--- src/rtl/sys_mm_pkg.sv ---
// Shared types and helpers for the systolic matrix-multiply engine.
package sys_mm_pkg;

    typedef enum logic [1:0] {
        ST_IDLE = 2'd0,
        ST_LOAD = 2'd1,
        ST_RUN  = 2'd2,
        ST_DONE = 2'd3
    } state_e;

    // Cycles needed for the last operand pair to reach PE(S-1,S-1).
    function automatic int unsigned run_len(input int unsigned s);
        return 3 * s - 2;
    endfunction

endpackage

--- src/rtl/sys_mm_pe.sv ---
// Systolic processing element: wrapping MAC plus one-cycle a/b forwarding.
module sys_mm_pe #(
    parameter int unsigned N = 2,
    parameter int unsigned M = 6
) (
    input  logic         clk,
    input  logic         rst,
    input  logic         en,
    input  logic         clr,
    input  logic [N-1:0] a_i,
    input  logic [N-1:0] b_i,
    output logic [N-1:0] a_o,
    output logic [N-1:0] b_o,
    output logic [M-1:0] c_nxt_c,
    output logic         ovf_c
);
    localparam int unsigned PW = 2 * N;
    localparam int unsigned SW = ((PW > M) ? PW : M) + 1;

    logic [N-1:0]  a_q, a_d, b_q, b_d;
    logic [M-1:0]  c_q, c_d;
    logic [PW-1:0] prod;
    logic [SW-1:0] sum;

    // Full-width sum so any bit above M flags a wrap.
    always_comb begin
        a_d   = a_i;
        b_d   = b_i;
        prod  = PW'(a_i) * PW'(b_i);
        sum   = SW'(c_q) + SW'(prod);
        c_d   = c_q;
        ovf_c = 1'b0;
        if (clr) begin
            c_d = '0;
        end else if (en) begin
            c_d   = sum[M-1:0];
            ovf_c = |sum[SW-1:M];
        end
    end

    always_ff @(posedge clk or negedge rst) begin
        if (!rst) begin
            a_q <= '0;
            b_q <= '0;
            c_q <= '0;
        end else begin
            a_q <= a_d;
            b_q <= b_d;
            c_q <= c_d;
        end
    end

    assign a_o     = a_q;
    assign b_o     = b_q;
    assign c_nxt_c = c_d;

endmodule

--- src/rtl/sys_mm_engine.sv ---
// SxS output-stationary systolic multiplier with bank select and accumulate mode.
module sys_mm_engine
    import sys_mm_pkg::*;
#(
    parameter int unsigned N = 2,
    parameter int unsigned S = 4,
    parameter int unsigned M = 6
) (
    input  logic             clk,
    input  logic             rst,
    input  logic [S*S*N-1:0] A1,
    input  logic [S*S*N-1:0] A2,
    input  logic [S*S*N-1:0] B1,
    input  logic [S*S*N-1:0] B2,
    input  logic             sel1,
    input  logic             sel2,
    input  logic             acc,
    input  logic             start,
    output logic             busy,
    output logic             done,
    output logic             ovf,
    output logic [S*S*M-1:0] Data
);
    localparam int unsigned D  = 2 * S - 1;
    localparam int unsigned RL = run_len(S);
    localparam int unsigned CW = $clog2(RL);

    state_e           state_q, state_d;
    logic [CW-1:0]    cnt_q, cnt_d;
    logic             accm_q, accm_d;
    logic             busy_q, busy_d, done_q, done_d, ovf_q, ovf_d;
    logic [S*S*M-1:0] data_q, data_d;
    logic [N-1:0]     sa_q [S][D];
    logic [N-1:0]     sa_d [S][D];
    logic [N-1:0]     sb_q [S][D];
    logic [N-1:0]     sb_d [S][D];
    logic [N-1:0]     a_edge [S];
    logic [N-1:0]     b_edge [S];
    logic [N-1:0]     a_fwd [S][S];
    logic [N-1:0]     b_fwd [S][S];
    logic [M-1:0]     c_nxt [S][S];
    logic [S*S-1:0]   pe_ovf;
    logic [S*S*N-1:0] a_sel, b_sel;
    logic             accept, run, clr;

    assign accept = (state_q == ST_IDLE) && start;
    assign run    = (state_q == ST_RUN);
    assign clr    = (state_q == ST_LOAD) && !accm_q;
    assign a_sel  = sel1 ? A2 : A1;
    assign b_sel  = sel2 ? B2 : B1;

    always_comb begin
        state_d = state_q;
        cnt_d   = cnt_q;
        accm_d  = accm_q;
        busy_d  = 1'b0;
        done_d  = 1'b0;
        unique case (state_q)
            ST_IDLE: if (start) begin
                state_d = ST_LOAD;
                accm_d  = acc;
            end
            ST_LOAD: begin
                state_d = ST_RUN;
                cnt_d   = '0;
            end
            ST_RUN: begin
                cnt_d = cnt_q + CW'(1);
                if (cnt_q == CW'(RL - 1)) state_d = ST_DONE;
            end
            ST_DONE: state_d = ST_IDLE;
            default: state_d = ST_IDLE;
        endcase
        busy_d = (state_d == ST_LOAD) || (state_d == ST_RUN);
        done_d = (state_d == ST_DONE);
    end

    // Skew lines: row r / column c are preloaded with r / c leading zeros, then shifted in RUN.
    always_comb begin
        sa_d = sa_q;
        sb_d = sb_q;
        if (accept) begin
            for (int i = 0; i < S; i++) begin
                for (int j = 0; j < D; j++) begin
                    sa_d[i][j] = '0;
                    sb_d[i][j] = '0;
                    if (j >= i && j < i + S) begin
                        sa_d[i][j] = a_sel[(S*S-1-(i*S+(j-i)))*N +: N];
                        sb_d[i][j] = b_sel[(S*S-1-((j-i)*S+i))*N +: N];
                    end
                end
            end
        end else if (run) begin
            for (int i = 0; i < S; i++) begin
                for (int j = 0; j < D - 1; j++) begin
                    sa_d[i][j] = sa_q[i][j+1];
                    sb_d[i][j] = sb_q[i][j+1];
                end
                sa_d[i][D-1] = '0;
                sb_d[i][D-1] = '0;
            end
        end
        for (int i = 0; i < S; i++) begin
            a_edge[i] = run ? sa_q[i][0] : '0;
            b_edge[i] = run ? sb_q[i][0] : '0;
        end
    end

    always_comb begin
        ovf_d  = ovf_q;
        data_d = data_q;
        if (clr) ovf_d = 1'b0;
        else if (run) ovf_d = ovf_q | (|pe_ovf);
        if (run && state_d == ST_DONE) begin
            for (int r = 0; r < S; r++) begin
                for (int c = 0; c < S; c++) begin
                    data_d[(S*S-1-(r*S+c))*M +: M] = c_nxt[r][c];
                end
            end
        end
    end

    for (genvar r = 0; r < S; r++) begin : g_row
        for (genvar c = 0; c < S; c++) begin : g_col
            logic [N-1:0] a_in, b_in;
            if (c == 0) begin : g_al
                assign a_in = a_edge[r];
            end else begin : g_ai
                assign a_in = a_fwd[r][c-1];
            end
            if (r == 0) begin : g_bt
                assign b_in = b_edge[c];
            end else begin : g_bi
                assign b_in = b_fwd[r-1][c];
            end
            sys_mm_pe #(.N(N), .M(M)) u_pe (
                .clk     (clk),
                .rst     (rst),
                .en      (run),
                .clr     (clr),
                .a_i     (a_in),
                .b_i     (b_in),
                .a_o     (a_fwd[r][c]),
                .b_o     (b_fwd[r][c]),
                .c_nxt_c (c_nxt[r][c]),
                .ovf_c   (pe_ovf[r*S+c])
            );
        end
    end

    always_ff @(posedge clk or negedge rst) begin
        if (!rst) begin
            state_q <= ST_IDLE;
            cnt_q   <= '0;
            accm_q  <= 1'b0;
            busy_q  <= 1'b0;
            done_q  <= 1'b0;
            ovf_q   <= 1'b0;
            data_q  <= '0;
            for (int i = 0; i < S; i++) begin
                for (int j = 0; j < D; j++) begin
                    sa_q[i][j] <= '0;
                    sb_q[i][j] <= '0;
                end
            end
        end else begin
            state_q <= state_d;
            cnt_q   <= cnt_d;
            accm_q  <= accm_d;
            busy_q  <= busy_d;
            done_q  <= done_d;
            ovf_q   <= ovf_d;
            data_q  <= data_d;
            sa_q    <= sa_d;
            sb_q    <= sb_d;
        end
    end

    assign busy = busy_q;
    assign done = done_q;
    assign ovf  = ovf_q;
    assign Data = data_q;

endmodule
--- config.mk ---
export PLATFORM = sky130hd
export DESIGN_NAME = sys_mm_engine
export DESIGN_NICKNAME = d
export VERILOG_FILES = /design/src/rtl/sys_mm_pkg.sv /design/src/rtl/sys_mm_pe.sv /design/src/rtl/sys_mm_engine.sv
export SDC_FILE = /design/constraint.sdc
export NUM_CORES = 1
export LEC_CHECK = 0
export BUFFER_PORTS_ARGS = -buffer_cell sky130_fd_sc_hd__buf_2
export CAP_MARGIN = 30
export CORE_ASPECT_RATIO = 1.25
export CORE_UTILIZATION = 45
export CTS_BUF_LIST = sky130_fd_sc_hd__clkbuf_4 sky130_fd_sc_hd__clkbuf_8
export DETAILED_ROUTE_END_ITERATION = 10
export PLACE_DENSITY_LB_ADDON = 0.05
export SLEW_MARGIN = 20
export SYNTH_ARGS = -nofsm -noshare
export SYNTH_HDL_FRONTEND = slang
export SYNTH_SLANG_ARGS = --single-unit
--- constraint.sdc ---
create_clock -name clk -period 4.1 [get_ports clk]
set_input_delay 0.615 -clock clk [delete_from_list [all_inputs] [get_ports clk]]
set_output_delay 0.615 -clock clk [all_outputs]
set_load 0.1 [all_outputs]
Word level (Yosys, flattened, before mapping)
Index checks and enable logic that the tools add are counted.
Widths: inputs -> output; s select.

storage, ports and cells
  register bits = 362
  latch bits = 0
  memory bits (writable) = 0
  bits in read-only memories = 0
  input port bits = 134
  memories = 0

cells by class
  add/subtract/negate cells = 17
  multiply operators = 16
  div/mod/pow operators = 0
  $lt $le $gt $ge = 0
  eq/ne operators = 7
  shift-type cells = 0
  mux-type cells = 84
  bitwise logic cells = 1
  reductions and logical operators = 11

operator list
  kind                 count
  $mux 56              4
  $mux 6               32
  $add 6x4->7          16
  $mul 2x2->4          16
  $mux 32              2
  $mux 1               34
  $mux 2               10
  $reduce_or 16->1     1
  $eq 2x2->1 const B   4
  $pmux 2 s4           1
  $pmux 4 s2           1
  $reduce_bool 2->1    3
  $add 4x1->4 const B  1
  $eq 2x1->1 const B   2
  $eq 4x4->1 const B   1
  $logic_and 1x1->1    3
  $logic_not 2->1      1
  $reduce_and 2->1     1
  $logic_not 1->1      1
  $logic_or 1x1->1     1
  $or 1x1->1           1

Depth between registers and ports, before layout
Gate-level depths: netlist of run 1.

  word-level depth = 10
  depth in mapped cells = 14
  gate-level depth less buffers = 10

Modules after synthesis
A second synthesis of run 1 with hierarchy kept.

second synthesis, totals
  cell total of the unflattened synthesis = 1,469
  area, all modules = 17,603.1 µm²

modules (own cells, without submodules)
  module                                  instances  cells an instance  area an instance (µm²)  sequential area each (µm²)
  sys_mm_engine                           1          687                8,674.6                 4,854.7
  sys_mm_pe (g_row[2].g_col[2].u_pe ...)  6          48                 566.8                   250.2
  sys_mm_pe (g_row[0].g_col[3].u_pe ...)  6          50                 550.5                   250.2
  sys_mm_pe (g_row[0].g_col[0].u_pe ...)  3          48                 556.8                   250.2
  sys_mm_pe (g_row[2].g_col[1].u_pe)      1          50                 554.3                   250.2

Worst setup path after synthesis of run 1
OpenSTA, ideal clock, no wires.

  path kind = register -> register
  start = reg state_q[0]
  end = reg data_q[83], in the netlist Data[83]
  setup time = 0.095 ns
  arrival = 2.964 ns
  data required time = 4.005 ns
  setup slack = 1.041 ns
  cell stages (with the launch flop) = 15
  buffers on the path = 4
  cell sequence = dfrtp_1 > inv_1 > ha_1 > buf_6 > buf_6 > buf_4 > clkbuf_1 > and3_1 > fa_1 > ha_1 > fa_1 > a21oi_1 > nor2_1 > xnor2_1 > o31ai_1

between the ends
  word-level cells in the longest chain between the ends = 6
  elaborated cells on any way between the ends = 15

RTL lines
  what                      line                                      RTL
  start: declaration        sys_mm_engine.sv:28                       state_e state_q, state_d;
  start signal: assignment  sys_mm_engine.sv:167                      state_q <= state_d;
  $eq 2x2->1                sys_mm_engine.sv:47, sys_mm_engine.sv:58
  $mux 2                    sys_mm_engine.sv:105                      b_edge[i] = run ? sb_q[i][0] : '0;
  $mul 2x2->4               sys_mm_pe.sv:29                           prod = PW'(a_i) * PW'(b_i);
  $add 6x4->7               sys_mm_pe.sv:30                           sum = SW'(c_q) + SW'(prod);
  $mux 6                    sys_mm_pe.sv:35                           end else if (en) begin
  $mux 6                    sys_mm_pe.sv:33                           if (clr) begin
  end signal: assignment    sys_mm_engine.sv:173                      data_q <= data_d;
  end: declaration          sys_mm_engine.sv:32                       logic [S*S*M-1:0] data_q, data_d;

Parallel ways exist; a longest one is shown, timed or not.
A chain may end at the register's enable or synchronous reset.

Final worst setup path of run 1
  start = reg state_q[0]
  end = reg data_q[75], in the netlist Data[75]

The elaborated chain is that of the path after synthesis.

==> results of run 1 <==
routing by layer:
layer | wire length, µm | share of wire | up-vias
met5 | 0 | 0 | -
met4 | 1060 | 0.029 | 0
met3 | 1547 | 0.042 | 65
met2 | 17770 | 0.48 | 254
met1 | 16320 | 0.44 | 5362
li1 | - | - | 5508
flip-flops by register name (all words and copies together), names as in the netlist:
signal / count
cnt_q: 4
sa_q: 44
accm_q: 1
g_row.g_col.u_pe.b_o: 24
sb_q: 44
busy: 1
done: 1
g_row.g_col.u_pe.c_q: 96
g_row.g_col.u_pe.a_o: 24
Data: 96
ovf: 1
state_q: 2
layout make-up:
type | count | area [µm²]
Multi-Input combinational cell | 980 | 7522
Tap cell | 480 | 600.6
Sequential cell | 338 | 8458
Fill cell | 3379 | 16960
Inverter | 33 | 123.9
Clock inverter | 10 | 75.07
Timing Repair Buffer | 254 | 1471
Clock buffer | 87 | 1097
logic make-up (layout without fill, tap and decap cells):
group	count (synthesis)	count (layout)	share of synthesized area
xor+xnor	51	51	0.02699
mux	152	152	0.09315
fa+ha+maj	119	119	0.1045
buf+inv	123	384	0.03675
simple gates	367	367	0.1086
compound gates	291	291	0.1189
flops	338	338	0.5111
cell usage after synthesis, types with 29 or more instances:
master	count	area [µm²]
nor2b_1	53	331.6
clkbuf_1	31	116.4
and2_1	39	244.0
buf_2	32	160.2
inv_1	33	123.9
a21oi_1	106	530.5
o31ai_1	29	217.7
dfrtp_1	338	8458
fa_1	32	640.6
a211oi_1	48	360.4
a22o_1	51	446.7
nand2_1	76	285.3
nor2_1	122	457.9
ha_1	87	1089
mux2i_1	136	1361
xnor2_1	50	437.9
where the power goes:
group / switching, W / leakage [nW] / total [W] / internal, W
registers: 0.000833 / 4.38 / 0.00541 / 0.00458
logic: 0.00483 / 4.69 / 0.00692 / 0.00209
clock network: 0.00134 / 0.633 / 0.00309 / 0.00175
worst max-delay path by stage:
stage | start | end | slack (ns)
3_5_place_dp | state_q[0] | Data[8] | 0.93
6_report | state_q[0] | Data[75] | 0.95
4_1_cts | state_q[0] | Data[87] | 0.91
2_1_floorplan | state_q[0] | Data[83] | 1.04
3_3_place_gp | state_q[0] | Data[62] | 0.98
5_1_grt | state_q[0] | Data[95] | 0.70
stage by stage:
| step | cell area (µm²) | hold slack, ns |
|---|---|---|
| 2_1_floorplan | 16550 | 0.3194 |
| 3_3_place_gp | 18090 | 0.3856 |
| 3_5_place_dp | 18090 | 0.3909 |
| 4_1_cts | 19270 | 0.03144 |
| 5_1_grt | 19350 | 0.05619 |
| 6_report | 19350 | 0.02154 |
cells in the final DEF (no fill, tap or decap), drive strengths merged:
cell type  instances
dfrtp            338
buf              254
mux2i            136
nor2             122
a21oi            106
ha                87
clkbuf            87
nand2             77
nor2b             53
a22o              51
xnor2             50
a211oi            48
and2              39
inv               33
fa                32
o31ai             29
and3              28
nand3             24
o21ai             24
nand3b            17
o21a              16
mux2              16
clkinv             9
a21boi             8
a41oi              5
a21o               3
nor3b              2
nor4               2
nand4              2
nor3               1
xor2               1
o2111a             1
bufinv             1
critical path, stage by stage, from the launching register on:
cell and delay [ns]:
dfrtp_1 0.38, inv_1 0.15, ha_4 0.53, buf_4 0.60, and3_1 0.25, ha_1 0.15, ha_1 0.19, fa_1 0.23
xnor2_1 0.13, a21oi_1 0.10, mux2_2 0.29
==> results.ini, run 1 <==
[synth]
synth_cell_types = 40
synth.avg_cell_area_um2 = 11.48
ys_seq_area_frac = 0.5111
syn_area_um2 = 16550
syn_nets = 1694
ys_async_sr_fraction = 1.000
yosysWarnings = 0
synth-seq-cells = 338
synthFlopType = dfrtp_1
netlist_instances = 1441
synth-edff-count = 0

[place]
portBuffers = 232
dpl.cell_count = 2082
pre_cts_ws_ns = 0.9281
routabilityCongestion = 0.7964
hpwl_um = 25590

[final_layout]
fin_cells = 2182
final_core_util = 0.5329
antenna_cells = 0
drive_above_1_share = 0.2239
syn2layout_area_growth_pct = 16.92
nNetsFinal = 1915

[hold_path]
min_path_type = input pin to async pin

[grt]
gr-usage-met2 = 0.3424
gr-total-overflow = 0
grt_busiest_layer = met2
grt.met3_usage = 0.03649
grt_start_max_net_pins = 92
grtUsageMet1 = 0.2584
gr-usage-all-layers = 0.2024
grt_pass1_vias = 11550
grt_first_pass_wirelength_um = 60750
antenna_found_initial = 0

[pwr]
total_power_w = 0.01542
ir_worst_vdd_mv = 0.4794
power.density_nw_per_um2 = 797.0
leakagePower_nw = 9.698

[cts]
cts_setup_buffers = 0
clkSlewWorstSetupHoldPaths_ns = 0.06
cts_made_buffers = 55
cts_tree = yes
cts_resized = 0
hold_buffers = 0
clkLatencyLatePin_ns = 0.61
cts.sinks = 338
cts-htree-levels = 2
cts_buffer_depth = 3
cts-root-buf = clkbuf_8

[timing]
rsz0062_at_grt = no
tns_ns = 0
worst_slack_ns = 0.9470
period_needed_ns = 3.153
worst_slew_pin_slew_ns = 0.7293
slew_violations = 0
skew_ns = 0.01819
relSlewSlack = 0.5138
fin_crit_sh = 0.7690
setup_violations = 0
fmax_ghz = 0.3172
hold_viol = 0

[route]
routed_wl_um = 36700
drtIter0Drc = 442
first_pass_iters = 4
via_count = 11190
via_per_inst = 5.128
wire_per_inst_um = 16.82
ant_nets = 0
drc_errors = 0

[die]
num_io_pins = 233
rows = 78
initial_utilization = 0.4558
fp.coreArea_um2 = 36300
die_w_um = 173.5
dieArea_um2 = 37550
die_y_um = 216.4

[worst_setup_path]
path_max_fanout = 54
critPathKind = flip-flop to flip-flop
rr_worst_depth = 10
r2r_slack_ns = 0.95
worstReg2RegEnd = Data[75]
r2r_start = state_q[0]
endpoint_kind = flip-flop
required_ns = 4.59
arrival_ns = 3.64
cp-start-kind = flip-flop

[flow_run]
drv_cap = 0

[status]
status = completed

Note: power is estimated with default switching activity, not from simulation.
==> inputs of run 2 (changes only) <==
--- a/config.mk
+++ b/config.mk
@@ -5,6 +5,7 @@
 export SDC_FILE = /design/constraint.sdc
 export NUM_CORES = 1
 export LEC_CHECK = 0
+export ABC_AREA = 1
 export BUFFER_PORTS_ARGS = -buffer_cell sky130_fd_sc_hd__buf_2
 export CAP_MARGIN = 30
 export CORE_ASPECT_RATIO = 1.25
==> constraint.sdc (replaced) <==
create_clock -name clk -period 2.8 [get_ports clk]
set_input_delay 0.42 -clock clk [delete_from_list [all_inputs] [get_ports clk]]
set_output_delay 0.42 -clock clk [all_outputs]
set_load 0.1 [all_outputs]
==> results.ini, run 2 <==
[grt]
grt_first_pass_wirelength_um = 67220  ; +11%
grt_start_max_net_pins = 80  ; -13%
gr-usage-all-layers = 0.2225  ; +0.02013
gr-total-overflow = 0  ; unchanged
grt_pass1_vias = 13170  ; +14%
antenna_found_initial = 0  ; unchanged

[worst_setup_path]
cp-start-kind = flip-flop
worstReg2RegEnd = Data[77]
rr_worst_depth = 15  ; +5
cp-startpoint = state_q[0]
r2r_start = state_q[0]
r2r_slack_ns = 0.08  ; -0.86 ns
crit_path_end = Data[77]
required_ns = 3.33  ; -1.26 ns
arrival_ns = 3.24  ; -0.40 ns
critPathKind = flip-flop to flip-flop
path_max_fanout = 7  ; -87%
endpoint_kind = flip-flop

[timing]
fin_crit_sh = 0.9697  ; +0.2007
worst_slack_ns = 0.08470  ; -0.8623 ns
period_needed_ns = 2.715  ; -0.4377 ns
relSlewSlack = 0.4405  ; -0.07330
skew_ns = 0.02180  ; +0.003609 ns
setup_violations = 0  ; unchanged
tns_ns = 0  ; unchanged
worst_slew_pin_slew_ns = 0.8383  ; +0.1090 ns
fmax_ghz = 0.3683  ; +16%
hold_viol = 0  ; unchanged
rsz0062_at_grt = yes
slew_violations = 0  ; unchanged

[cts]
cts-htree-levels = 2  ; unchanged
cts-root-buf = clkbuf_8
cts_buffer_depth = 3  ; unchanged
cts_made_buffers = 53  ; -3.6%
clkSlewWorstSetupHoldPaths_ns = 0.06  ; about the same
cts.sinks = 338  ; unchanged
cts_tree = yes
clkLatencyLatePin_ns = 0.60  ; about the same

[route]
top_layer = met4
drc_errors = 0  ; unchanged
via_count = 13080  ; +17%
met1Wirelength_um = 18300  ; +12%
via_per_inst = 4.961  ; -3.3%
wl_met2_um = 19620  ; +10%
first_pass_iters = 4  ; unchanged
dr_wl_met3_um = 1530  ; -1.1%
drtIter0Drc = 537  ; +21%
ant_nets = 0  ; unchanged
wire_per_inst_um = 15.29  ; -9.1%
routed_wl_um = 40310  ; +9.9%

[die]
dieArea_um2 = 37500  ; -0.13%
num_io_pins = 233  ; unchanged
fp.coreArea_um2 = 36210  ; -0.27%
initial_utilization = 0.4565  ; +0.0006412
die_y_um = 216.3  ; about the same
die_w_um = 173.4  ; about the same
rows = 78  ; unchanged

[synth]
synth_common_cells = nand2_1, dfrtp_1, nor2_1, o21ai_0, inv_1
ys_async_sr_fraction = 1.000  ; unchanged
yosysWarnings = 0  ; unchanged
synth-edff-count = 0  ; unchanged
synth.avg_cell_area_um2 = 8.824  ; -23%
synth_cell_types = 34  ; -15%
netlist_instances = 1873  ; +30%
synth_top_area_share = 0.5118  ; +0.0006578
synth-seq-cells = 338  ; unchanged
synth.most_common_cell = nand2_1
syn_area_um2 = 16530  ; -0.13%
ys_seq_area_frac = 0.5118  ; +0.0006578
synthFlopType = dfrtp_1
synth_area_leaders = dfrtp_1, nand2_1, nor2_1
syn_nets = 2126  ; +26%
yosys.area.top_type = dfrtp_1

[final_layout]
final_common_cell = nand2_1
syn2layout_area_growth_pct = 19.29
nNetsFinal = 2371  ; +24%
drive_above_1_share = 0.2197  ; -0.004105
final_cell_mix = nand2_1, dfrtp_1, nor2_1, o21ai_0, buf_2
stdcell_area_um2 = 19720  ; +1.9%
antenna_cells = 0  ; unchanged

[pwr]
seq_power_share = 0.333  ; -0.018
switching_share = 0.4906  ; +0.03658
intPower_w = 0.01261  ; +50%
p_sw_w = 0.01215  ; +73%
leakagePower_nw = 10.36  ; +6.9%
p_clk_frac = 0.175  ; -0.025
ir_worst_vdd_mv = 0.7708  ; +61%
comb_power_share = 0.492  ; +0.043
power.density_nw_per_um2 = 1256  ; +58%

[status]
status = completed

[place]
hpwl_um = 28670  ; +12%
placed_area_um2 = 18420  ; +1.8%
portBuffers = 232  ; unchanged
routabilityCongestion = 0.8348  ; +4.8%
pre_cts_ws_ns = -0.006733  ; -0.9348 ns

[flow_run]
drv_cap = 0  ; unchanged

[hold_path]
min_path_type = input pin to flip-flop

-- run 2: routing by layer --
| layer | vias to the layer above | track usage |
|---|---|---|
| met5 | - | 0 |
| met1 | 6199 | 0.2920 |
| met4 | 0 | 0.06165 |
| li1 | 6562 | - |
| met2 | 263 | 0.3825 |
| met3 | 57 | 0.03316 |
-- run 2: final cells by class --
class / count / area, µm²
clock buffer: 87 / 1047
clock inverter: 7 / 62.56
fill: 3401 / 16490
inverter: 148 / 555.5
multi-input combinational: 1290 / 7244
sequential: 338 / 8458
tap: 480 / 600.6
timing repair buffer: 287 / 1747
-- run 2: critical path: stages (launching register included) --
cell and delay [ns]:
dfrtp_1 0.41, inv_2 0.11, ha_4 0.19, buf_12 0.16, nand2_4 0.07, nor2_4 0.09
fa_1 0.42, ha_2 0.21, fa_2 0.34, nand2_1 0.07, inv_1 0.05, o21bai_1 0.20
o21ai_1 0.10, a21oi_2 0.13, nand2_1 0.06, nand2_1 0.05
-- run 2: logic make-up (layout without fill, tap and decap cells) --
kind of cell / after synthesis / count (layout) / share of synthesized area
AOI/OAI and AO/OA: 417 / 417 / 0.1416
DFF: 338 / 338 / 0.5118
and+or+nand+nor: 752 / 752 / 0.1775
xor gates and xnor gates: 2 / 2 / 0.001060
adders and majority gates: 119 / 119 / 0.1046
buffers and inverters: 245 / 529 / 0.06337
-- run 2: power by group through the flow --
stage	combinational (W)	sequential, W	clock, W
final	0.0122	0.00824	0.00433
after global routing	0.0135	0.00850	0.00471
after CTS	0.0121	0.00827	0.00449
after detailed placement	0.0121	0.00834	0
after global placement	0.0119	0.00831	0
after floorplan	0.00572	0.0118	0
-- run 2: what timing repair did --
| item | 4_1_cts | 5_1_grt |
|---|---|---|
| setup buffers | 2 | 8 |
| resized for setup | 0 | 13 |
| hold buffers | 1 | 0 |
| setup endpoints to repair | 3 | 92 |
| endpoints found under the hold margin | 71 | 0 |
| pin swaps | 3 | 22 |
| cloned | 0 | 2 |
-- run 2: how the worst min path moves through the flow --
stage	startpoint	endpoint	slack, ns	cells after the start
global route	acc	accm_q	0.04	3
detailed placement	g_row[0].g_col[0].u_pe.b_o[1]	g_row[1].g_col[0].u_pe.b_o[1]	0.37	0
CTS	acc	accm_q	0.02	3
finish	acc	accm_q	0.07	3
floorplan	rst	Data[0]	0.12	0
global placement	g_row[0].g_col[0].u_pe.b_o[1]	g_row[1].g_col[0].u_pe.b_o[1]	0.36	0
-- run 2: through the flow --
step	util	std cells	power, W	hold slack [ns]
floorplan	-	1873	0.01748	0.1244
global placement	0.5087	2530	0.02020	0.3632
detailed placement	0.5087	2530	0.02042	0.3669
CTS	0.5400	2627	0.02488	0.02203
global route	0.5445	2637	0.02672	0.03972
finish	0.5445	2637	0.02476	0.06561
==> inputs of run 3 (changes only) <==
--- a/config.mk
+++ b/config.mk
@@ -13,6 +13,7 @@
 export CTS_BUF_LIST = sky130_fd_sc_hd__clkbuf_4 sky130_fd_sc_hd__clkbuf_8
 export DETAILED_ROUTE_END_ITERATION = 10
 export PLACE_DENSITY_LB_ADDON = 0.05
+export RECOVER_POWER = 50
 export SLEW_MARGIN = 20
 export SYNTH_ARGS = -nofsm -noshare
 export SYNTH_HDL_FRONTEND = slang
==> results.ini, run 3 (same netlist as run 2, synthesis figures left out) <==
[flow_run]
drv_cap = 1  ; +1

[final_layout]
final_cell_mix = nand2_1, dfrtp_1, nor2_1, o21ai_0, buf_2
final_common_cell = nand2_1
multi_input_area_um2 = 7244  ; unchanged
drive_above_1_share = 0.2193  ; -0.0004636
final_core_util = 0.5441  ; about the same
fillers = 3404  ; +0.088%
syn2layout_area_growth_pct = 19.21  ; about the same
nNetsFinal = 2371  ; unchanged
antenna_cells = 0  ; unchanged
regArea_um2 = 8458  ; unchanged

[grt]
grt_pass1_vias = 13170  ; unchanged
grt_start_max_net_pins = 80  ; unchanged
antenna_found_initial = 0  ; unchanged
gr-total-overflow = 0  ; unchanged
gr-usage-all-layers = 0.2225  ; unchanged
grt_first_pass_wirelength_um = 67220  ; unchanged

[pwr]
total_power_w = 0.02477  ; about the same
power.density_nw_per_um2 = 1257  ; +0.11%
ir_worst_vdd_mv = 0.7708  ; about the same
leakagePower_nw = 10.36  ; about the same

[place]
pre_cts_ws_ns = -0.006733  ; unchanged
portBuffers = 232  ; unchanged
routabilityCongestion = 0.8348  ; unchanged
hpwl_um = 28670  ; unchanged

[route]
via_count = 13110  ; +0.20%
first_pass_iters = 5  ; +1
ant_nets = 0  ; unchanged
via_per_inst = 4.970  ; +0.20%
wire_per_inst_um = 15.27  ; about the same
drtIter0Drc = 549  ; +2.2%
drc_errors = 0  ; unchanged
routed_wl_um = 40280  ; about the same

[worst_setup_path]
r2r_start = state_q[0]
endpoint_kind = flip-flop
arrival_ns = 3.25  ; about the same
cp-start-kind = flip-flop
r2r_slack_ns = 0.08  ; about the same
rr_worst_depth = 15  ; unchanged
critPathKind = flip-flop to flip-flop
path_max_fanout = 7  ; unchanged
required_ns = 3.33  ; about the same
worstReg2RegEnd = Data[77]

[cts]
clkLatencyLatePin_ns = 0.60  ; about the same
cts_made_buffers = 53  ; unchanged
cts-htree-levels = 2  ; unchanged
cts_buffer_depth = 3  ; unchanged
cts.sinks = 338  ; unchanged
cts_tree = yes
cts-root-buf = clkbuf_8
clkSlewWorstSetupHoldPaths_ns = 0.06  ; about the same

[timing]
skew_ns = 0.02387  ; +0.002070 ns
relSlewSlack = -0.4692  ; -0.9097
worst_slew_pin_slew_ns = 2.204  ; +1.365 ns
period_needed_ns = 2.720  ; +0.004340 ns
slew_violations = 76  ; +76
fmax_ghz = 0.3677  ; -0.16%
holdWs_ns = 0.06548  ; -0.0001349 ns
hold_viol = 0  ; unchanged
setup_violations = 0  ; unchanged
rsz0062_at_grt = yes
worst_slack_ns = 0.08036  ; -0.004340 ns
fin_crit_sh = 0.9713  ; +0.001550

[status]
status = finished, violations left
violations = max-capacitance violations, max-slew violations

[die]
num_io_pins = 233  ; unchanged
rows = 78  ; unchanged
initial_utilization = 0.4565  ; unchanged
die_y_um = 216.3  ; unchanged
fp.coreArea_um2 = 36210  ; unchanged
die_w_um = 173.4  ; unchanged
dieArea_um2 = 37500  ; unchanged

[hold_path]
holdPathEnd = accm_q
hold_depth = 3  ; unchanged
min_path_type = input pin to flip-flop
hp-start = acc

run 3: worst max path at each step:
stage | startpoint | to | slack (ns) | cells after the start
floorplan | state_q[0] | Data[83] | -0.11 | 18
global placement | state_q[0] | Data[83] | 0.06 | 15
detailed placement | state_q[0] | Data[83] | -0.007 | 15
CTS | state_q[0] | Data[77] | 0.007 | 15
global route | state_q[0] | Data[95] | -0.1 | 15
finish | state_q[0] | Data[77] | 0.08 | 15
run 3: final cells by class:
cell class | count | area share
inverters | 148 | 0.02820
multi-input cells | 1290 | 0.3677
flip-flops and latches | 338 | 0.4293
clock buffers | 87 | 0.05316
repair buffers | 287 | 0.08796
well taps | 480 | 0.03048
clock inverters | 7 | 0.003175
run 3: what timing repair did:
action / 4_1_cts / 5_1_grt
endpoints found under the hold margin: 71 / 0
gates resized for setup: 0 / 13
setup endpoints to repair: 3 / 92
cloned: 0 / 2
hold buffers: 1 / 0
pin swaps: 3 / 22
setup buffers: 2 / 8
run 3: power breakdown:
part | internal, W | leakage, nW | switching (W)
logic | 0.00318 | 5.49 | 0.00902
clock network | 0.00244 | 0.597 | 0.00189
registers | 0.00699 | 4.27 | 0.00124
run 3: metal layers:
metal	routed length, µm	track usage
met1	18220	0.2920
met2	19660	0.3825
met3	1537	0.03316
met4	863	0.06165
met5	0	0
run 3: worst max-delay path: stages, from the launching register on:
cell,delay (ns)
dfrtp_1,0.41
inv_2,0.11
ha_4,0.19
buf_12,0.16
nand2_4,0.07
nor2_4,0.09
fa_1,0.42
ha_2,0.21
fa_2,0.34
nand2_1,0.07
inv_1,0.05
o21bai_1,0.20
o21ai_1,0.10
a21oi_2,0.13
nand2_1,0.06
nand2_1,0.05
run 3: through the flow:
stage	setup TNS, ns	std cells	cell area [µm²]
after floorplan	-0.5511	1873	16700
after global placement	0	2530	18420
after detailed placement	-0.006733	2530	18420
after CTS	0	2627	19550
after global routing	-0.9051	2637	19700
final	0	2637	19700
